`config.mk`:
```
export PLATFORM = sky130hd
export DESIGN_NAME = run_monitor
export DESIGN_NICKNAME = d
export VERILOG_FILES = /design/src/rtl/run_monitor_pkg.sv /design/src/rtl/run_monitor_irq_window.sv /design/src/rtl/run_monitor.sv
export SDC_FILE = /design/constraint.sdc
export NUM_CORES = 2
export LEC_CHECK = 0
export CAP_MARGIN = 25
export CORE_AREA = 2 2 479 481
export CTS_CLUSTER_SIZE = 8
export DETAILED_ROUTE_END_ITERATION = 10
export DIE_AREA = 0 0 481 483
export GPL_TIMING_DRIVEN = 0
export PLACE_DENSITY_LB_ADDON = 0.1
export SYNTH_ARGS = -nofsm -noshare
export SYNTH_HDL_FRONTEND = slang
export SYNTH_SLANG_ARGS = --single-unit
```
`constraint.sdc`:
```
create_clock -name clk -period 15.6 [get_ports clk]
set_input_delay 3.9 -clock clk [delete_from_list [all_inputs] [get_ports clk]]
set_output_delay 3.9 -clock clk [all_outputs]
set_load 0.05 [all_outputs]
```
`src/rtl/run_monitor_pkg.sv`:
```
// run_monitor_pkg: shared FSM state type and dump index sizing for run_monitor
package run_monitor_pkg;
    typedef enum logic [2:0] {IDLE, RUN, SNAP, DUMP, DONE} state_e;
    function automatic int idx_w(input int nregs);
        return $clog2(nregs + 1);
    endfunction
endpackage

```
`src/rtl/run_monitor_irq_window.sv`:
```
// irq_window: one interrupt channel; window latched at run start, registered pulse only in RUN
module irq_window
    import run_monitor_pkg::*;
#(
    parameter int CNT_W = 32
) (
    input  logic             clk,
    input  logic             rst,
    input  logic             load_i,
    input  logic [CNT_W-1:0] start_i,
    input  logic [CNT_W-1:0] len_i,
    input  state_e           state_d_i,
    input  logic [CNT_W-1:0] cnt_d_i,
    output logic             irq_o
);
    logic [CNT_W-1:0] start_q, start_d, len_q, len_d;
    logic [CNT_W:0]   end_w;
    logic             hit;
    // Evaluate the window against next cycle's count so the registered pulse lines up with it
    always_comb begin
        start_d = load_i ? start_i : start_q;
        len_d   = load_i ? len_i : len_q;
        end_w   = {1'b0, start_d} + {1'b0, len_d};
        hit     = state_d_i == RUN && cnt_d_i >= start_d && {1'b0, cnt_d_i} < end_w;
    end
    // Hold the latched window and the registered interrupt line
    always_ff @(posedge clk) begin
        if (rst) begin
            start_q <= '0;
            len_q   <= '0;
            irq_o   <= 1'b0;
        end else begin
            start_q <= start_d;
            len_q   <= len_d;
            irq_o   <= hit;
        end
    end
endmodule

```
`src/rtl/run_monitor.sv`:
```
// run_monitor: counts RUN cycles, drives irq windows, ends on completion or budget timeout,
// then snapshots and streams the register file. RUN_MONITOR_CHECKSUM_EN appends a checksum beat.
module run_monitor
    import run_monitor_pkg::*;
#(
    parameter int XLEN       = 32,
    parameter int NREGS      = 32,
    parameter int NIRQ       = 2,
    parameter int CNT_W      = 32,
    parameter int MAX_CYCLES = 100000
) (
    input  logic                       clk,
    input  logic                       rst,
    input  logic                       start,
    input  logic                       completed,
    input  logic [NREGS*XLEN-1:0]      regs_in,
    input  logic [NIRQ*CNT_W-1:0]      irq_start,
    input  logic [NIRQ*CNT_W-1:0]      irq_len,
    output logic [NIRQ-1:0]            irq,
    output logic [CNT_W-1:0]           cycle_count,
    output logic                       busy,
    output logic                       done,
    output logic                       timeout,
    output logic                       dump_valid,
    input  logic                       dump_ready,
    output logic [idx_w(NREGS)-1:0]    dump_idx,
    output logic [XLEN-1:0]            dump_data,
    output logic                       dump_last
);
`ifdef RUN_MONITOR_CHECKSUM_EN
    localparam int NBEATS = NREGS + 1;
`else
    localparam int NBEATS = NREGS;
`endif
    localparam int               IW    = idx_w(NREGS);
    localparam logic [IW-1:0]    LAST  = IW'(NBEATS - 1);
    localparam logic [CNT_W-1:0] LIMIT = CNT_W'(MAX_CYCLES - 1);

    state_e                state_q, state_d;
    logic [CNT_W-1:0]      cnt_q, cnt_d;
    logic                  timeout_q, timeout_d;
    logic [IW-1:0]         idx_q, idx_d;
    logic [NREGS*XLEN-1:0] snap_q;
    logic [XLEN-1:0]       word;
    logic                  go, lim, fire, last;

    // Next-state, counter, timeout flag and dump index
    always_comb begin
        go   = start && (state_q == IDLE || state_q == DONE);
        lim  = cnt_q == LIMIT;
        fire = dump_valid && dump_ready;
        last = dump_valid && idx_q == LAST;
        case (state_q)
            RUN:     state_d = (completed || lim) ? SNAP : RUN;
            SNAP:    state_d = DUMP;
            DUMP:    state_d = (fire && last) ? DONE : DUMP;
            default: state_d = go ? RUN : state_q;
        endcase
        cnt_d     = go ? '0 : (state_q == RUN && state_d == RUN) ? cnt_q + 1'b1 : cnt_q;
        timeout_d = go ? 1'b0 : (state_q == RUN && !completed && lim) ? 1'b1 : timeout_q;
        idx_d     = go ? '0 : (fire && !last) ? idx_q + 1'b1 : idx_q;
    end

`ifdef RUN_MONITOR_CHECKSUM_EN
    logic [XLEN-1:0] csum;
    // Rotate-left-then-XOR over the snapshot; served on the beat after the last register
    always_comb begin
        csum = '0;
        for (int i = 0; i < NREGS; i++)
            csum = {csum[XLEN-2:0], csum[XLEN-1]} ^ snap_q[i*XLEN +: XLEN];
        word = (int'(idx_q) < NREGS) ? snap_q[int'(idx_q)*XLEN +: XLEN] : csum;
    end
`else
    // Beat data straight from the snapshot
    always_comb word = snap_q[int'(idx_q)*XLEN +: XLEN];
`endif

    // FSM state, run bookkeeping, snapshot capture and registered status outputs
    always_ff @(posedge clk) begin
        if (rst) begin
            state_q    <= IDLE;
            cnt_q      <= '0;
            timeout_q  <= 1'b0;
            idx_q      <= '0;
            snap_q     <= '0;
            busy       <= 1'b0;
            done       <= 1'b0;
            dump_valid <= 1'b0;
        end else begin
            state_q    <= state_d;
            cnt_q      <= cnt_d;
            timeout_q  <= timeout_d;
            idx_q      <= idx_d;
            snap_q     <= (state_q == SNAP) ? regs_in : snap_q;
            busy       <= state_d inside {RUN, SNAP, DUMP};
            done       <= state_d == DONE;
            dump_valid <= state_d == DUMP;
        end
    end

    // Beat fields are zero outside DUMP and frozen while the consumer stalls
    always_comb begin
        dump_idx  = dump_valid ? idx_q : '0;
        dump_data = dump_valid ? word : '0;
        dump_last = last;
    end

    assign cycle_count = cnt_q;
    assign timeout     = timeout_q;

    for (genvar g = 0; g < NIRQ; g++) begin : g_irq
        irq_window #(.CNT_W(CNT_W)) u_win (
            .clk       (clk),
            .rst       (rst),
            .load_i    (go),
            .start_i   (irq_start[g*CNT_W +: CNT_W]),
            .len_i     (irq_len[g*CNT_W +: CNT_W]),
            .state_d_i (state_d),
            .cnt_d_i   (cnt_d),
            .irq_o     (irq[g])
        );
    end
endmodule

```
==> After elaboration in Yosys (flattened, before gate mapping) <==
Cells that the tools add are included.
{ "word_totals": {"latch_bits": 0, "ram_bits": 0, "regBits": 1199, "memories": 0, "output_inout_bits": 77, "word_cells": 64, "romBits": 0, "in_bits": 1157} }
{ "op_classes": {"n_reduce_logical": 19, "addsub": 4, "order_cmp": 4, "shift": 1, "mul": 0, "n_mux": 12, "div": 0, "bitwise": 0, "n_eq_ne": 10} }
{ "op_table": {"columns": ["operator", "count"], "rows": [
  ["$shiftx A1024 B12 Y32", 1],
  ["$mux W32", 7],
  ["$add A32 B32 Y33", 2],
  ["$lt A32 B33 Y1", 2],
  ["$ge A32 B32 Y1", 2],
  ["$add A32 B1 Y32 const B", 1],
  ["$eq A32 B17 Y1 const B", 1],
  ["$eq A3 B2 Y1 const B", 4],
  ["$logic_and A1 B1 Y1", 12],
  ["$pmux W3 S3", 1],
  ["$add A6 B1 Y6 const B", 1],
  ["$eq A3 B1 Y1 const B", 2],
  ["$eq A3 B3 Y1 const B", 2],
  ["$eq A6 B5 Y1 const B", 1],
  ["$mux W3", 2],
  ["$mux W6", 1],
  ["$logic_not A3 Y1", 1],
  ["$reduce_bool A3 Y1", 1],
  ["$logic_not A1 Y1", 2],
  ["$logic_or A1 B1 Y1", 2],
  ["$mux W2", 1],
  ["$reduce_or A2 Y1", 1]
]} }

==> Longest topological paths before layout <==
{ "logic_depth": {"depth_word": 12, "depth_mapped": 27, "ltp_nobuf": 25} }

==> By module <==
Synthesis repeated with hierarchy kept, for this count alone.
{ "unflattened": {"cells_unflattened": 6574, "hier_area_um2": 56212.7} }
{ "modules_own_cells": {"columns": ["module", "instances", "cells_each", "area_each_um2", "seq_area_each_um2"], "rows": [
  ["run_monitor", 1, 5329, 45084.5, 21400.5],
  ["irq_window at g_irq[1].u_win", 1, 621, 5602.9, 1301.2],
  ["irq_window at g_irq[0].u_win", 1, 624, 5525.3, 1301.2]
]} }

==> Worst setup path after synthesis <==
No wires, ideal clock.
{ "synth_timing": {"kind": "input to register", "startpoint": "in start", "endpoint": "reg g_irq[1].u_win.irq_o", "setup_time_ns": 0.060, "cell_stages": 25, "slack_ns": 7.045, "required_ns": 15.540, "n_path_buf": 3, "arrival_ns": 8.496, "cell_sequence": "nor3b_1 clkbuf_1 clkbuf_1 buf_2 mux2i_1 inv_1 ha_1 a21o_1 a21oi_1 o21a_1 o21ai_0 nand4_1 a21boi_0 nor2_1 o21bai_1 xnor2_1 ha_1 a21o_1 a21o_1 a21oi_1 nor2b_1 o21ai_0 nand2b_1 a2111oi_1 o311a_1"} }
{ "synth_between": {"word_cells_on_any_way": 14, "cone_classes": "add/sub: 1; order compare: 2; eq/ne: 1; mux: 6; reduce/logical: 4"} }
{ "synth_rtl": {"columns": ["element", "line_no", "rtl"], "rows": [
  ["from (decl)", "run_monitor.sv:14", "input logic start,"],
  ["$logic_and A1 B1 Y1 (*)", "run_monitor.sv:49", "go = start && (state_q == IDLE || state_q == DONE);"],
  ["$mux W32 (*)", "run_monitor_irq_window.sv:21", "start_d = load_i ? start_i : start_q;"],
  ["via g_irq[1].u_win.start_d[1]", "run_monitor_irq_window.sv:16", "logic [CNT_W-1:0] start_q, start_d, len_q, len_d;"],
  ["$add A32 B32 Y33 / $ge A32 B32 Y1 (equally long branches)", "run_monitor_irq_window.sv:23, run_monitor_irq_window.sv:24", null],
  ["$lt A32 B33 Y1 / $logic_and A1 B1 Y1 (equally long branches)", "run_monitor_irq_window.sv:24", "hit = state_d_i == RUN && cnt_d_i >= start_d && {1'b0, cnt_d_i} < end_w;"],
  ["$logic_and A1 B1 Y1 (*)", "run_monitor_irq_window.sv:24", null],
  ["to (signal assigned)", "run_monitor_irq_window.sv:35", "irq_o <= hit;"],
  ["to (decl)", "run_monitor_irq_window.sv:14", "output logic irq_o"]
]} }
Mark *: on every way through the listed nets, which the timed path passes. The rest lies on a longest branch.
A chain may end at the register's enable or synchronous reset.

==> Worst setup path in the final report <==
{ "layout_timing": {"startpoint": "in start", "endpoint": "reg g_irq[0].u_win.irq_o"} }
{ "layout_between": {"word_cells_on_any_way": 14, "cone_classes": "add/sub: 1; order compare: 2; eq/ne: 1; mux: 6; reduce/logical: 4"} }
{ "layout_rtl": {"columns": ["element", "line_no"], "rows": [
  ["$logic_and A1 B1 Y1 (*)", "run_monitor.sv:49"],
  ["$mux W32 (*)", "run_monitor_irq_window.sv:21"],
  ["via g_irq[0].u_win.start_d[3]", "run_monitor_irq_window.sv:16"],
  ["$add A32 B32 Y33 / $ge A32 B32 Y1 (equally long branches)", "run_monitor_irq_window.sv:23, run_monitor_irq_window.sv:24"],
  ["$lt A32 B33 Y1 / $logic_and A1 B1 Y1 (equally long branches)", "run_monitor_irq_window.sv:24"],
  ["$logic_and A1 B1 Y1 (*)", "run_monitor_irq_window.sv:24"],
  ["to (signal assigned)", "run_monitor_irq_window.sv:35"],
  ["to (decl)", "run_monitor_irq_window.sv:14"]
]} }
Marked as above.

==> flow_results.org <==
** Timing
- For the final routed database, the setup TNS stands at 0 ns.
- The worst path meets setup with ~4.3 ns of slack.
- Number of slew-limit violations in the final report :: 0
- Based on the critical path, the design can be clocked at up to 88.4 MHz.
- Dividing the final minimum period by the clock period gives 0.725.
- Setup repair after global routing left no endpoint under its margin.
- Setup clock skew after layout :: approximately 0.049 ns
- At the pin with the least slew margin, the transition time is 1.13 ns.
- Endpoints failing hold :: 0
- Final Setup Violations :: 0
- The worst path in the final design needs a cycle of 11.31 ns, including I/O delays and setup.
- Measured against its own limit, the worst slew margin works out to 0.246.

** Worst setup path
- The startpoint identified for the worst register-to-register timing path is state_q[1].
- Worst reg2reg setup slack :: 7.35 ns
- Worst endpoint required time :: 16.29 ns
- Sort of element at the start of the critical path :: primary input
- STA classifies the critical path endpoint as a flip-flop.
- CP Class :: in2reg
- Crit-path max FO :: 10
- In this run the critical register-to-register path is captured at g_irq[0].u_win.irq_o.
- Critical path arrival :: 12.00 ns
- The number of cells on the worst reg-to-reg path is 24.

** Clocking
- Buffers inserted during post-CTS setup optimization :: 0
- Buffers inserted during clock tree synthesis total 173.
- For the worst-skew pair, the clock arrives at the later sink with an insertion delay of 0.84 ns.
- CTS hold repair buffers :: 0
- Clock Tree Root :: clkbuf_16
- Number of buffers between clock root and the deepest sink :: 3
- Once the clock tree was built, the resizer swapped 0 gates to a different size.
- Register clock-pin slew on the reported worst setup and hold paths :: 0.05 ns
- The clock tree synthesis step divided the H-tree into 4 levels.
- TritonCTS built the clock tree.
- The tree built by TritonCTS fans out to approximately 1200 sinks.

** Floorplan
- Floorplan die area :: 232000 µm²
- The die is slightly below 500 µm tall.
- The initial utilization of the core area, before any placement, comes to 0.245.
- From left edge to right edge, the die measures 481 µm.
- Number of placed I/O pins :: ~1200
- Row generation in the floorplan step produced 175 rows.
- Placeable core region :: 227000 µm²

** Synth
- Gate Count Post-Synth :: 6592
- Among all flip-flop cells after synthesis, the most frequent one is dfxtp_1.
- Synthesis inferred roughly 1200 register bits.
- For this run, asynchronously set or reset flops after synthesis account for 0.
- When the netlist entered floorplanning its net count stood at 7939.
- For this run, the number of Yosys warnings is 0.
- The synthesized netlist occupies a cell area of 55600 µm².
- Post-Synthesis Mean Instance Area :: 8.43 µm²
- Proportion of synthesized chip area in sequential cells :: 0.432
- Number of enable flip-flop cells after synthesis :: 0
- Cell type with the largest total area after synthesis :: dfxtp_1
- Cell types occupying the most area after synthesis :: dfxtp_1, nand2_1, mux4_2
- The share of synthesized area in the top cell type comes to 0.432.
- Number of distinct standard cells referenced by the synthesized netlist :: 70

** Layout
- Area used by sequential logic in the layout :: 24000 µm²
- Layout cells sized above 1 :: 0.0746
- Area of combinational cells with multiple inputs :: 29300 µm²
- Compared with the post-synthesis result, the final layout area differs by 38.9%.
- The library cells used most frequently in the layout, excluding fill and tap cells, are nand2_1, clkdlybuf4s50_1, dfxtp_1.
- Fill cells in the final layout number 24107.
- Net count reported at finish :: roughly 9400
- The library cell used most frequently in the layout, excluding fill and tap cells, is nand2_1.

** Route
- Using the TritonRoute via totals, the vias-per-cell ratio works out to around 5.
- Detailed Routing Iterations Pass 1 :: 5
- After detailed routing, the average wire length per cell comes to a little over 30 µm.
- In this run, the number of DRC markers left after iteration 0 of detailed routing was 3577.
- Wires add up to 340000 µm.
- For this run, design rule violations remaining after detail routing come to 0.
- Via count :: 54253
- In this run the remaining antenna-violating nets after routing total 0.

** Pwr
- Pwr/cell area :: between 100 and 150 nW/µm²
- Standby leakage power :: 27.4 nW
- The worst-case IR drop observed on VDD is 0.0797 mV.

** Placement
- Timing analysis after detailed placement gives a worst setup slack of 3.48 ns.
- The wire-length estimate of the detail-placed layout is 287000 µm.
- Routability cong. :: 0.918
- Port buffering added 1233 buffers.

** Hold path
- Worst hold path cell count :: 2
- The path with the worst hold slack has its endpoint at snap_q[485].
- Worst hold start :: snap_q[485]
- The tightest min-delay check is of the reg2reg type.

** Job
- Max_cap viols :: 0

** Global route
- For this run, the total global-route usage over all layers was measured as 0.284.
- The number of global-route vias before repair came to between 50000 and 60000.
- Entering global routing, the biggest net connects 17 pins.
- The initial antenna violation count came to 171.
- Global route total overflow :: 0
- The first global-routing pass estimated 453000 µm of wire.

** Status
- The flow ran to the end, and the final reports show no timing, DRC or antenna violations.
[power breakdown]
group / switching (mW) / leakage, nW / internal [mW] / total [mW]
sequential: 0.0677 / 9.72 / 3.20 / 3.27
combinational: 0.769 / 15.3 / 0.569 / 1.34
clock: 1.52 / 2.38 / 2.05 / 3.57
[flip-flops by register name (all words and copies together) (netlist names)]
name / cells
timeout: 1
state_q: 3
busy: 1
snap_q: 1024
cycle_count: 32
dump_valid: 1
g_irq.u_win.len_q: 64
idx_q: 6
done: 1
g_irq.u_win.irq_o: 2
g_irq.u_win.start_q: 64
[routing by layer]
layer  track usage  wire length (µm)  share of wire  vias up
li1              -                 -              -    25258
met2         0.490            168000           0.49     1935
met1         0.336            135000           0.40    26418
met3        0.0653             22500          0.066      538
met5             0               622         0.0018        -
met4         0.123             14400          0.042      104
[critical path: stages]
cell and delay [ns]:
clkdlybuf4s50_1 0.53, nor3b_1 0.20, clkbuf_1 0.69, clkbuf_1 0.59, buf_1 0.84, mux2i_1 0.48, inv_1 0.10, ha_1 0.35
o21a_1 0.15, o21ai_0 0.18, a2111oi_0 0.97, o21ai_0 0.25, a21oi_1 0.24, o21ai_0 0.15, a21oi_1 0.21, xnor2_1 0.10
ha_1 0.29, nand3_1 0.07, nor2_1 0.35, and4_1 0.27, o21ai_0 0.30, a21o_1 0.31, a211oi_1 0.30, a211oi_1 0.14
[logic make-up (layout without fill, tap and decap cells)]
logic type                 Yosys count  after routing  synth area share
other                                0             68                 0
xor gates and xnor gates            84             84            0.0132
AOI/OAI and AO/OA                 1354           1354             0.130
and+or+nand+nor                   2773           2773             0.198
muxes                              389            389             0.142
buffers and inverters              603           2084            0.0413
DFF                               1199           1199             0.432
adders and majority gates          190            190            0.0430
[how the worst max path moves through the flow]
stage / start / endpoint / slack (ns)
2_1_floorplan: start / g_irq[1].u_win.irq_o / 7.04
3_3_place_gp: start / g_irq[0].u_win.irq_o / 3.26
3_5_place_dp: start / g_irq[0].u_win.irq_o / 3.48
4_1_cts: start / g_irq[0].u_win.irq_o / 4.36
5_1_grt: start / g_irq[0].u_win.irq_o / 3.92
6_report: start / g_irq[0].u_win.irq_o / 4.29
[stage by stage]
stage	hold slack, ns	area, µm²	total power [mW]	cells	utilization
after global routing	0.462	77200	8.48	11127	0.340
after detailed placement	0.444	72100	4.67	10861	0.318
final	0.450	77200	8.17	11150	0.340
after CTS	0.451	77000	8.26	11075	0.339
after global placement	0.439	71700	4.65	10834	0.316
after floorplan	0.433	55600	3.92	6592	-
[area by class of cell]
class                   instances  area share
diodes                         68     0.00220
plain buffers                 477      0.0237
clock buffers                 196      0.0589
clock inverters                18     0.00392
inverters                     126     0.00612
multi-input cells            4790       0.379
flip-flops and latches       1199       0.311
well taps                    3009      0.0487
repair buffers               1267       0.166
[Yosys cell counts (49+ instances only)]
master and instances:
nand2_1 2345, dfxtp_1 1199, a21oi_1 1112, clkbuf_1 431
mux4_2 320, ha_1 188, nor2_1 169, inv_1 125
o21ai_0 82, nor2b_1 78, mux2i_1 68, a21o_1 66
xor2_1 49
No activity file was read; power rests on OpenSTA's default activity.
